==> config.mk <==
export PLATFORM = sky130hd
export DESIGN_NAME = snes_controller_responder
export DESIGN_NICKNAME = d
export VERILOG_FILES = /design/src/rtl/snes_pkg.sv /design/src/rtl/sync_edge.sv /design/src/rtl/snes_controller_responder.sv
export SDC_FILE = /design/constraint.sdc
export NUM_CORES = 1
export LEC_CHECK = 0
export ABC_AREA = 1
export CORE_MARGIN = 8
export CORE_UTILIZATION = 48
export DETAILED_ROUTE_END_ITERATION = 6
export GPL_TIMING_DRIVEN = 0
export PLACE_DENSITY_LB_ADDON = 0.3
export SETUP_SLACK_MARGIN = 0.3
export SLEW_MARGIN = 20
export SYNTH_ARGS = -nofsm -noshare
export SYNTH_HDL_FRONTEND = slang
export SYNTH_SLANG_ARGS = --single-unit
==> constraint.sdc <==
create_clock -name clock -period 1.6 [get_ports clock]
set_clock_uncertainty 0.2 [all_clocks]
set_input_delay 0.24 -clock clock [delete_from_list [all_inputs] [get_ports clock]]
set_output_delay 0.24 -clock clock [all_outputs]
set_load 0.05 [all_outputs]
==> src/rtl/snes_pkg.sv <==
// Shared SNES joypad definitions: button bit positions, frame length and the
// responder FSM state encoding.
package snes_pkg;

  // Button positions inside the 16-bit button word (pressed = 1).
  localparam int SNES_B      = 0;
  localparam int SNES_Y      = 1;
  localparam int SNES_SELECT = 2;
  localparam int SNES_START  = 3;
  localparam int SNES_UP     = 4;
  localparam int SNES_DOWN   = 5;
  localparam int SNES_LEFT   = 6;
  localparam int SNES_RIGHT  = 7;
  localparam int SNES_A      = 8;
  localparam int SNES_X      = 9;
  localparam int SNES_L      = 10;
  localparam int SNES_R      = 11;

  // Number of real buttons; positions at and above this always read unpressed.
  localparam int SNES_NUM_BUTTONS = 12;

  // Bits shifted out per latch/clock frame.
  localparam int SNES_NUM_BITS = 16;

  // Responder frame state.
  typedef enum logic [1:0] {
    ST_IDLE  = 2'd0,
    ST_LOAD  = 2'd1,
    ST_SHIFT = 2'd2,
    ST_DONE  = 2'd3
  } snes_state_t;

endpackage

==> src/rtl/sync_edge.sv <==
// Multi-flop synchroniser for one asynchronous input with single-cycle
// rise/fall pulses derived from the synchronised level.
module sync_edge #(
  parameter int SYNC_STAGES = 2
) (
  input  logic clock,
  input  logic reset,
  input  logic async_in,
  output logic rise,
  output logic fall
);

  logic [SYNC_STAGES-1:0] chain;
  logic                   prev;

  // Synchroniser chain plus one history flop for edge detection.
  always_ff @(posedge clock) begin
    if (reset) begin
      chain <= '0;
      prev  <= 1'b0;
    end else begin
      chain <= {chain[SYNC_STAGES-2:0], async_in};
      prev  <= chain[SYNC_STAGES-1];
    end
  end

  assign rise = chain[SYNC_STAGES-1] & ~prev;
  assign fall = ~chain[SYNC_STAGES-1] & prev;

endmodule

==> src/rtl/snes_controller_responder.sv <==
// Device end of the SNES joypad latch/clock/data protocol: synchronises the
// host's latch and clock and serially presents the (active-low) button word.
module snes_controller_responder
  import snes_pkg::*;
#(
  parameter int   SYNC_STAGES = 2,
  parameter int   NUM_BITS    = SNES_NUM_BITS,
  parameter logic TAIL_LEVEL  = 1'b0
) (
  input  logic        clock,
  input  logic        reset,
  input  logic [15:0] button_state,
  input  logic        controller_latch,
  input  logic        controller_clock,
  output logic        controller_data,
  output logic        frame_done,
  output logic        busy
);

  localparam int CW = $clog2(NUM_BITS + 1);
  localparam logic [CW-1:0] LAST_IDX = CW'(NUM_BITS - 1);

  logic latch_rise;
  logic latch_fall;
  logic clk_rise;
  logic clk_fall_unused;

  snes_state_t         state;
  snes_state_t         state_n;
  logic [NUM_BITS-1:0] shreg;
  logic [NUM_BITS-1:0] shreg_n;
  logic [NUM_BITS-1:0] load_word;
  logic [CW-1:0]       bit_count;
  logic [CW-1:0]       count_n;
  logic                data_n;
  logic                done_n;
  logic                busy_n;
  logic                unused_buttons;

  sync_edge #(.SYNC_STAGES(SYNC_STAGES)) u_sync_latch (
    .clock    (clock),
    .reset    (reset),
    .async_in (controller_latch),
    .rise     (latch_rise),
    .fall     (latch_fall)
  );

  sync_edge #(.SYNC_STAGES(SYNC_STAGES)) u_sync_clk (
    .clock    (clock),
    .reset    (reset),
    .async_in (controller_clock),
    .rise     (clk_rise),
    .fall     (clk_fall_unused)
  );

  // The upper button bits carry no buttons and never reach the line.
  assign unused_buttons = &button_state[15:SNES_NUM_BUTTONS];

  // Line-level load word: inverted buttons, non-button positions held high.
  always_comb begin
    load_word = '1;
    for (int i = 0; i < NUM_BITS; i++) begin
      if (i < SNES_NUM_BUTTONS) begin
        load_word[i] = ~button_state[i];
      end else begin
        load_word[i] = 1'b1;
      end
    end
  end

  // Next-state, shift-register and output decode; latch rise overrides all.
  always_comb begin
    state_n = state;
    shreg_n = shreg;
    count_n = bit_count;
    done_n  = 1'b0;
    if (latch_rise) begin
      state_n = ST_LOAD;
      shreg_n = load_word;
      count_n = '0;
    end else begin
      case (state)
        ST_LOAD: begin
          // Keep reloading so the word at latch fall is the one sent.
          shreg_n = load_word;
          if (latch_fall) begin
            state_n = ST_SHIFT;
            count_n = '0;
          end else begin
            state_n = ST_LOAD;
          end
        end
        ST_SHIFT: begin
          if (clk_rise) begin
            shreg_n = {1'b1, shreg[NUM_BITS-1:1]};
            count_n = bit_count + CW'(1);
            // The edge seen while the last bit is on the line ends the frame.
            if (bit_count == LAST_IDX) begin
              state_n = ST_DONE;
              done_n  = 1'b1;
            end else begin
              state_n = ST_SHIFT;
            end
          end else begin
            state_n = ST_SHIFT;
          end
        end
        ST_IDLE, ST_DONE: begin
          state_n = state;
        end
        default: begin
          state_n = ST_IDLE;
        end
      endcase
    end

    if ((state_n == ST_LOAD) || (state_n == ST_SHIFT)) begin
      data_n = shreg_n[0];
    end else begin
      data_n = TAIL_LEVEL;
    end
    busy_n = (state_n == ST_SHIFT);
  end

  // State, datapath and registered outputs.
  always_ff @(posedge clock) begin
    if (reset) begin
      state           <= ST_IDLE;
      shreg           <= '1;
      bit_count       <= '0;
      controller_data <= TAIL_LEVEL;
      frame_done      <= 1'b0;
      busy            <= 1'b0;
    end else begin
      state           <= state_n;
      shreg           <= shreg_n;
      bit_count       <= count_n;
      controller_data <= data_n;
      frame_done      <= done_n;
      busy            <= busy_n;
    end
  end

endmodule

Word-level counts from Yosys, hierarchy flattened --
Cells that the tools add are included. W data, S select, Z words.
Operators by class: $mul 0, add/sub/neg operators 1, reductions and logical operators 11, div/mod/pow operators 0, $lt $le $gt $ge 0, equal/unequal tests 9, shifts and indexed selects 0, bitwise logic cells 21, muxes and demuxes 12
Operators with widths (count):
- $pmux W16 S2 | 1
- $not A1 Y1 | 18
- $mux W16 | 1
- $mux W12 | 1
- $mux W5 | 2
- $pmux W5 S2 | 1
- $eq A2 B2 Y1 const B | 3
- $mux W2 | 3
- $pmux W2 S3 | 1
- $reduce_or A2 Y1 | 3
- $add A5 B1 Y5 const B | 1
- $eq A5 B4 Y1 const B | 1
- $eq A2 B1 Y1 const B | 2
- $ne A2 B2 Y1 const B | 2
- $reduce_and A2 Y1 | 2
- $reduce_or A4 Y1 | 1
- $and A1 B1 Y1 | 3
- $ne A3 B3 Y1 const B | 1
- $reduce_and A3 Y1 | 1
- $reduce_bool A3 Y1 | 1
- $logic_not A2 Y1 | 1
- $mux W1 | 2
- $reduce_bool A2 Y1 | 1
- $logic_or A1 B1 Y1 | 1
Storage, ports and cells: input bits 20, latch bits 0, word-level logic and storage cells 66, bits in registers 32, ROM bits 0, bits in writable memories 0, memories kept 0, output and inout bits 3

Logic depth before layout (Yosys ltp) --
word-level depth 9, depth in mapped cells 10, depth with buffers taken out 10

Modules after synthesis --
Synthesis repeated with hierarchy kept, for this count alone.
Unflattened totals: cells, all modules 236, area, all modules 1582.8 um^2
Modules (own cells, without submodules):
- snes_controller_responder | area each 1395.1 um^2, cells an instance 212, instances 1
- sync_edge | area each 93.8 um^2, cells an instance 12, instances 2

Worst setup path before layout --
Ideal clock, no wire load.
path kind reg-to-reg, start register state[0], end register shreg[10], required time 1.278 ns, stages on the path, launching flop included 8, library setup time 0.122 ns, arrival 1.327 ns, path slack -0.049 ns, cells stage by stage dfxtp_1 > inv_1 > ha_1 > nand3_4 > clkbuf_1 > o22ai_1 > nand2_1 > nand3b_1
Between the ends: longest elaborated chain between the ends 3
Ends and longest elaborated chain:
- start: declaration | line snes_controller_responder.sv:28 | snes_state_t state;
- start signal: assignment | line snes_controller_responder.sv:135 | state <= state_n;
- $eq A2 B2 Y1 or $eq A2 B1 Y1 (tied branches) | line snes_controller_responder.sv:82 | case (state)
- $pmux W16 S2, or another cell as far along | line snes_controller_responder.sv:82
- $mux W12 or $reduce_and A2 Y1 (tied branches)
- end signal: assignment | line snes_controller_responder.sv:136 | shreg <= shreg_n;
- end: declaration | line snes_controller_responder.sv:30 | logic [NUM_BITS-1:0] shreg;
Several ways; a longest one is shown, not always the timed one. A chain may end at the register's enable or synchronous reset.

Worst setup path in the final report --
start register state[0], end register shreg[2]
Same word-level chain as after synthesis.

==> results.md <==
- Critical Path Most Common Cell: nand2_4
- Most Crowded Layer GR: met2
- Met3 usage: ~5.8%
- Clock buffer depth: 2
- Critical Path Start Type: flip-flop
- Crit. End Element: flip-flop
- CTS Buf Count: 5
- Most instantiated cells after synthesis: nand2_1 (42), inv_1 (39), dfxtp_1 (32)
- Largest net degree at the start of global routing: 11
- Yosys Warn Count: 0
- Met2 Usage GRT: 23.5%
- IO buf count: 17
- Hold Crit Class: in -> reg
- Hold Fails Final Rpt: 0
- Slowest cell on crit path: dfxtp_4
- Detailed Place HPWL: 2310 µm
- Via count: between 1500 and 2000
- Post-Synthesis Mean Instance Area: between 7 and 8 µm²
- Antenna violations before repair: 0
- H-tree levels: 2
- Gr usage total: roughly 15%
- Crit-path max cell delay: between 300 and 400 ps
- Pwr/cell area: 747 mW/mm²
- Full die area: 0.00529 mm²
- FMAX: 0.610 GHz
- Crit-path max FO: 5
- ANT nets after route: 0
- Synth unique cells: 23
- Routed wire length: between 4000 and 5000 µm
- Stages on worst setup path: 9
- Period utilization: 103%
- Post-synth top flop: dfxtp_1
- Final net count: 281
- DR WL/cell: roughly 13 µm
- Root buffer cell: clkbuf_4
- Max IR drop VDD: slightly above 0.6 mV
- RSZ-0062 raised after global routing: yes
- Outcome: finished with violations
- Most frequent cell after synthesis: nand2_1
- Met1 Track Usage GR: a little under a fifth
- Via density: slightly above 5
- Cell Area, Synth: 0.00154 mm²
- Inserted Diodes: 0
- Initial DRC count: roughly 130
- Final Power: between 1.5 and 2 mW
- Max-Cap Viols: 0
- Die Ht: roughly 73 µm
- Static Leak: 1.06 nW
- Starting Density: roughly 51%
- Area fraction of the dominant cell type after synthesis: 41.5%
- Vias in the first global route: 1430
- Post-route DRC: 0
- DRT Pass-1 Iters: 4
- Site Rows: 20
- CP Cell Sequence: inv_4 -> ha_4 -> nand3_4 -> nand2_4 -> nand2_4 -> nor2_4 -> buf_6 -> nand2_2 -> nand3b_1
- CP arrival: approximately 1700 ps
- Min Clock Period, post-route: between 1500 and 2000 ps
- Area after DPL: 0.00186 mm²
- CP Buf/Inv Count: 2
- Synthesized Nets: 241
- Hold_ws: between 100 and 150 ps
- Cell area after layout: 0.00230 mm²
- Failing checks: negative setup slack
- First-pass GRT wire length: ~6400 µm
- Leading area contributor after synthesis: dfxtp_1
- Ratio of cells with drive above 1 in the final layout: a little under two fifths
- Core area: 0.00305 mm²
- Final Util: approximately three quarters
- Delay-heaviest family, CP: simple AND/OR/NAND/NOR gates
- Worst-skew pair later-pin latency: between 300 and 400 ps
- FFs w/ async S/R, synth: 0%
- Syn Inst Count: around 210
- Crit Path Class: reg -> reg
- WP data required: roughly 1700 ps
- Chip width: approximately 73 µm
- Slew HR: 71.5%
- RePlAce Congestion: 0.760
- Area contributors post-synth: dfxtp_1 (41%), nand2_1 (10%), inv_1 (9.5%), o21ai_0 (7.1%), ha_1 (5.7%)
- Area delta synth->final: 48.8%
- I/O pins: 23
- Setup slack after layout: -40.5 ps
- Gr ovfl total: 0
- Worst Tran Pin Value: between 400 and 500 ps
- Fin Setup TNS: -287 ps
- Number of enable flip-flop cells after synthesis: 0
- Worst-path clk slew: 100 ps
- Seq/Total Area, Yosys: around two fifths
- Final setup viols: 13
- Clock Sinks: 32
- Worst reg-to-reg path cell count: 9
- CTS tree: yes
- Final max-slew violation count: 0
- Synth Register Bits: 32
- Worst hold path cell count: 4
## tightest hold or removal path, cell delays in order
cell and delay, ps:
buf_2 100, inv_1 100, o21ai_0 80, nand3b_1 100
## cell families after synthesis
family,count (synthesis),share of synthesized area [%]
AO/OA/AOI/OAI,43,15.2
AND/OR/NAND/NOR,86,25.9
flip-flops,32,41.5
adder cells (fa/ha/maj),7,5.67
buffers and inverters,46,11.8
## layout make-up
cell class	instances	area (µm²)
clock buffers	7	45.0
flip-flops and latches	32	654
inverters	39	164
multi-input cells	136	1000
well taps	44	55.1
plain buffers	7	63.8
fillers	223	756
clock inverters	1	5.00
repair buffers	33	310
## layout by cell type (no fill, tap or decap), drive strengths merged
cell	netlist	final
inv	39	39
buf	5	25
nand4	1	1
o211ai	1	1
a31oi	1	1
nand3b	11	11
o21ai	22	22
nor3b	1	1
a21oi	7	7
nor3	4	4
ha	7	7
clkdlybuf4s50	0	14
dfxtp	32	32
dlygate4sd3	0	1
and3	1	1
o22ai	12	12
nand2	43	43
nand3	3	3
clkinv	0	1
clkbuf	2	7
nor2	22	22
## metrics by stage
stage	std cells	setup WS, ps
2_1_floorplan	214	42.7
3_3_place_gp	275	-57.9
3_5_place_dp	275	-78.4
4_1_cts	296	-78.4
5_1_grt	299	-147
6_report	299	-40.5
## sequential cells by signal, indices dropped and copies added (netlist names)
| register | count |
|---|---|
| u_sync_clk.chain | 2 |
| shreg | 16 |
| busy | 1 |
| bit_count | 5 |
| controller_data | 1 |
| u_sync_latch.chain | 2 |
| u_sync_latch.prev | 1 |
| state | 2 |
| frame_done | 1 |
| u_sync_clk.prev | 1 |
## repair_timing
action | 4_1_cts | 5_1_grt
hold buffers | 1 | 0
setup endpoints to repair | 28 | 29
hold endpoints to repair | 9 | 0
gates cloned | 3 | 0
pin swaps | 8 | 14
setup buffers | 9 | 3
gates resized for setup | 49 | 51
## final timing paths
path,from,endpoint,slack [ps]
max reg2reg,state[0]$_SDFF_PP0_,shreg[2]$_SDFFE_PP1P_,-40
max,state[0]$_SDFF_PP0_,shreg[2]$_SDFFE_PP1P_,-40
min reg2reg,u_sync_latch.chain[0]$_SDFF_PP0_,u_sync_latch.chain[1]$_SDFF_PP0_,200
min,reset,shreg[3]$_SDFFE_PP1P_,100
## routing by layer
metal  wire (µm)  vias to the layer above
li1            -                      767
met1        1850                      737
met2        1920                       34
met3         185                        6
met4          44                        0
met5           0                        -
## report_power, final
group | total [mW] | switching, mW | internal (mW)
clock network | 0.454 | 0.284 | 0.171
logic | 0.381 | 0.211 | 0.170
registers | 0.881 | 0.0288 | 0.852
No activity file was read; power rests on OpenSTA's default activity.
